$ cat config.mk
export PLATFORM = sky130hd
export DESIGN_NAME = serial_twos_comp
export DESIGN_NICKNAME = d
export VERILOG_FILES = /design/src/rtl/serial_twos_comp.sv
export SDC_FILE = /design/constraint.sdc
export NUM_CORES = 1
export LEC_CHECK = 0
export CAP_MARGIN = 20
export CORE_MARGIN = 3
export CORE_UTILIZATION = 31
export DETAILED_ROUTE_END_ITERATION = 16
export PLACE_DENSITY = 0.57
export SKIP_LAST_GASP = 1
export SLEW_MARGIN = 25
export SYNTH_ARGS = -nofsm -noshare
export SYNTH_HDL_FRONTEND = slang
export SYNTH_SLANG_ARGS = --single-unit
$ cat constraint.sdc
create_clock -name clk -period 1.6 [get_ports clk]
set_input_delay 0.48 -clock clk [delete_from_list [all_inputs] [get_ports clk]]
set_output_delay 0.48 -clock clk [all_outputs]
set_load 0.02 [all_outputs]
$ cat src/rtl/serial_twos_comp.sv
// rtl/serial_twos_comp.sv - bit-serial two's-complement negator with one-hot timing sequencer
// Copies operand bits LSB-first until the first 1 has passed, then inverts the rest.
module serial_twos_comp #(
  parameter int N_BITS = 8
) (
  input  logic              clk,
  input  logic              rst_n,
  input  logic              start,
  input  logic [N_BITS-1:0] B,
  output logic              busy,
  output logic [N_BITS:0]   T,
  output logic              serial_out,
  output logic [N_BITS-1:0] result,
  output logic              done,
  output logic              ovf
);

  typedef enum logic [1:0] {
    S_IDLE  = 2'd0,
    S_SHIFT = 2'd1,
    S_DONE  = 2'd2
  } state_t;

  state_t            r_state;
  logic [N_BITS-1:0] r_sr;
  logic [N_BITS-1:0] r_res_sr;
  logic              r_seen_one;
  logic              r_b_msb;
  logic [N_BITS:0]   r_t;
  logic              r_busy;
  logic              r_done;
  logic [N_BITS-1:0] r_result;
  logic              r_ovf;

  logic              w_serial;
  logic [N_BITS-1:0] w_res_next;

  // Gated by SHIFT so the bit reads 0 outside the serial window.
  assign w_serial   = (r_state == S_SHIFT) & (r_seen_one ? ~r_sr[0] : r_sr[0]);
  assign w_res_next = {w_serial, r_res_sr[N_BITS-1:1]};

  always_ff @(posedge clk or negedge rst_n) begin
    if (!rst_n) begin
      r_state    <= S_IDLE;
      r_sr       <= '0;
      r_res_sr   <= '0;
      r_seen_one <= 1'b0;
      r_b_msb    <= 1'b0;
      r_t        <= '0;
      r_busy     <= 1'b0;
      r_done     <= 1'b0;
      r_result   <= '0;
      r_ovf      <= 1'b0;
    end else begin
      case (r_state)
        S_IDLE: begin
          if (start) begin
            r_sr       <= B;
            r_b_msb    <= B[N_BITS-1];
            r_seen_one <= 1'b0;
            r_res_sr   <= '0;
            r_t        <= {{N_BITS{1'b0}}, 1'b1};
            r_busy     <= 1'b1;
            r_state    <= S_SHIFT;
          end
        end
        S_SHIFT: begin
          r_seen_one <= r_seen_one | r_sr[0];
          r_sr       <= r_sr >> 1;
          r_res_sr   <= w_res_next;
          r_t        <= {r_t[N_BITS-1:0], 1'b0};
          if (r_t[N_BITS-1]) begin
            // Last bit: publish the finished word together with done.
            r_state  <= S_DONE;
            r_done   <= 1'b1;
            r_result <= w_res_next;
            r_ovf    <= w_res_next[N_BITS-1] & r_b_msb;
          end
        end
        S_DONE: begin
          r_done  <= 1'b0;
          r_t     <= '0;
          r_busy  <= 1'b0;
          r_state <= S_IDLE;
        end
        default: begin
          r_state <= S_IDLE;
          r_t     <= '0;
          r_busy  <= 1'b0;
          r_done  <= 1'b0;
        end
      endcase
    end
  end

  assign busy       = r_busy;
  assign T          = r_t;
  assign serial_out = w_serial;
  assign result     = r_result;
  assign done       = r_done;
  assign ovf        = r_ovf;

endmodule

==> results of run 1 <==
sequential cells by signal (all words and copies together) (netlist names), 2 cells and up:
name / flops
r_res_sr: 7
r_state: 2
result: 8
T: 9
r_sr: 8
cell usage after synthesis (all sizes together):
master,number
a21oi,16
nand3,1
buf,6
o22ai,12
mux2,8
a22oi,2
nand2,3
nor2,13
a22o,6
nor2b,2
nand2b,2
and2,1
clkbuf,3
inv,5
or4b,1
a21o,1
nor3,1
o21bai,1
dfrtp,39
ha,1
o21ai,7
nand3b,1
nor3b,6
repair_timing:
action                                  in CTS  in global routing
pin swaps                                    0                  1
endpoints found under the setup margin      21                  1
resized for setup                           24                  6
metal layers:
| layer | GRT usage [%] | part of all wire [%] |
|---|---|---|
| met3 | 3.741 | 5.7 |
| met1 | 15.68 | 49 |
| met5 | 0 | 0 |
| met2 | 17.74 | 45 |
| met4 | 3.671 | 0.87 |
per-stage QoR:
stage | area (µm²) | hold WS, ps | cells
2_1_floorplan | 1643 | 184.4 | 138
3_3_place_gp | 2078 | 461.2 | 239
3_5_place_dp | 2078 | 462.3 | 239
4_1_cts | 2130 | 150.9 | 247
5_1_grt | 2151 | 159.4 | 247
6_report | 2151 | 150.8 | 247
cell usage in the layout, fill, tap and decap left out, drive strengths merged:
cell type,netlist,layout
nand3,1,1
a22o,6,6
inv,5,5
clkinv,0,1
o21bai,1,1
buf,6,14
or4b,1,1
nand2,3,3
a22oi,2,2
clkdlybuf4s50,0,9
nor2b,2,2
clkbuf,3,7
mux2,8,8
o21ai,7,7
nor2,13,13
and2,1,1
ha,1,1
a21oi,16,16
nand2b,2,2
o22ai,12,12
nor3,1,1
dlygate4sd2,0,20
dfrtp,39,39
nor3b,6,6
nand3b,1,1
a21o,1,1
where the power goes:
group	switching, W	internal [W]	leakage, nW	total, W
logic	0.000962	0.000871	0.535	0.00183
registers	0.000264	0.00139	0.498	0.00166
clock network	0.000332	0.000306	0.0422	0.000638
total	0.00156	0.00257	1.07	0.00413
path summary, 6_finish.rpt:
path / startpoint / slack (ps) / endpoint / cells past startpoint
max in group asynchronous: rst_n / 1260 / T[1]$_DFFE_PN0P_ / 2
hold reg to reg: done$_DFFE_PN0P_ / 500 / done$_DFFE_PN0P_ / 2
setup / recovery: r_seen_one$_DFFE_PN0P_ / -90 / serial_out / 4
setup reg to reg: r_state[0]$_DFFE_PN0P_ / 230 / r_sr[0]$_DFFE_PN0P_ / 4
hold / removal: rst_n / 150 / result[1]$_DFFE_PN0P_ / 2
min in group clk: done$_DFFE_PN0P_ / 500 / done$_DFFE_PN0P_ / 2
kinds of logic (layout without fill, tap and decap cells):
family                   after synthesis  after routing  synth area share [%]
AND/OR/NAND/NOR                       31             31                 11.12
adder cells (fa/ha/maj)                1              1                0.7615
multiplexers                           8              8                 7.083
flip-flops                            39             39                 59.41
buffers and inverters                 14             56                 4.570
AO/OA/AOI/OAI                         45             45                 17.06
cell type report:
cell class / instances / area, µm²
flip-flops and latches: 39 / 975.9
fillers: 484 / 2760
repair buffers: 43 / 384.1
well taps: 67 / 83.83
multi-input cells: 85 / 606.8
inverters: 5 / 18.77
clock buffers: 7 / 76.32
clock inverters: 1 / 5.005
==> run metrics, run 1 <==
Final ANT Viol Nets=0; status=finished, violations left; gp weighted congestion=just under 0.8; Slew @ Worst Pin=~320 ps; critical path peak fanout=2; Final #Nets=191; Clock Latency Late Sink=290 ps; Synth Register Bits=39; VDD IR-drop max=725.2 µV; Yosys top cell by area=dfrtp_1; hold crit path type=in2async; Worst path top cell family by delay=flip-flops; PD cells=1919 nW/µm²; Worst setup SP type=register; ant diodes=0; Final WS setup=-93.12 ps; Rows=25; Worst Setup End Kind=output pin; share of layout cells above drive strength 1=20.56%; full die area=between 6000 and 7000 µm²; pre-CTS WS=-297.5 ps; Crit-path slowest cell=dfrtp_1; hold_buf cts=0; count of different cell masters after synthesis=28; Syn Nets=150; first-pass GRT wire length=approximately 5700 µm; total grt overflow=0; crit path kind=reg2out; Max Cap Violations=0; Worst Path Arrival=1210 ps; cell area after synthesis=1643 µm²; Final min period=1693 ps; largest net degree at the start of global routing=40; clk sink count=39; Bufs and invs on worst path=2; Area Overhead vs Synth=30.92%; dpl hpwl=2227 µm; Gate Count Post-Synth=138; Root Buffer=clkbuf_8; port buffer count=31; clk buf depth=2; register area share after synthesis=59.41%; failing checks=negative setup slack; setup_tns=-93.12 ps; synthesized area per cell=roughly 12 µm²; Synth Warn #=0; Die X=78.80 µm; Vias=approximately 1,200; DRC errors left=0; share of the synthesized area in the top cell type=59.41%; routed len/inst=roughly 14 µm; initial antenna violation count=0; Max transition margin=around four fifths; final worst path period share=105.8%; CTS H-tree lvls=2; Core Footprint=approximately 4900 µm²; final slew viol count=0; PnR Total Power=0.004128 W; die height=78.80 µm; 1st-iter DRT viols=roughly 60; final wirelength=3349 µm; final core occ=a little over two fifths; clock-pin slew on the worst setup and hold paths=70 ps; synth top area cells=dfrtp_1 59%, mux2_4 6.4%, a21oi_1 4.9%; Fmax=590.6 MHz; crit-path cells=inv_2 -> ha_4 -> and2_4 -> buf_6; RSZ-0062 raised after global routing=yes; crit-path max cell delay=390 ps; postcts setup bufs=0; initial cell density of the core=33.45%; final setup fails=1; leakage=1.075 nW; vias per cell=4.781; worst clock skew=around 3 ps; IO Count=32; vias in the first global route=1,198; CTS tree=yes; TritonCTS Buffers=5; Data required, critical path=1120 ps; drt first pass iters=4; Tot GR Track Use=11.62%; Hold Fails Final Rpt=0
No activity file was read; power rests on OpenSTA's default activity.
==> run 2: changes to the inputs <==
--- a/config.mk
+++ b/config.mk
@@ -8,10 +8,11 @@
 export CAP_MARGIN = 20
 export CORE_MARGIN = 3
 export CORE_UTILIZATION = 31
+export CTS_CLUSTER_DIAMETER = 80
 export DETAILED_ROUTE_END_ITERATION = 16
 export PLACE_DENSITY = 0.57
 export SKIP_LAST_GASP = 1
-export SLEW_MARGIN = 25
+export SLEW_MARGIN = 20
 export SYNTH_ARGS = -nofsm -noshare
 export SYNTH_HDL_FRONTEND = slang
 export SYNTH_SLANG_ARGS = --single-unit
==> results of run 2 <==
The final DEF is identical to that of run 1; final timing and power are the same.
==> run 3: changes to the inputs <==
--- a/config.mk
+++ b/config.mk
@@ -8,7 +8,7 @@
 export CAP_MARGIN = 20
 export CORE_MARGIN = 3
 export CORE_UTILIZATION = 31
-export CTS_CLUSTER_DIAMETER = 80
+export CTS_CLUSTER_DIAMETER = 50
 export DETAILED_ROUTE_END_ITERATION = 16
 export PLACE_DENSITY = 0.57
 export SKIP_LAST_GASP = 1
==> results of run 3 <==
The final DEF is identical to that of run 1; final timing and power are the same.
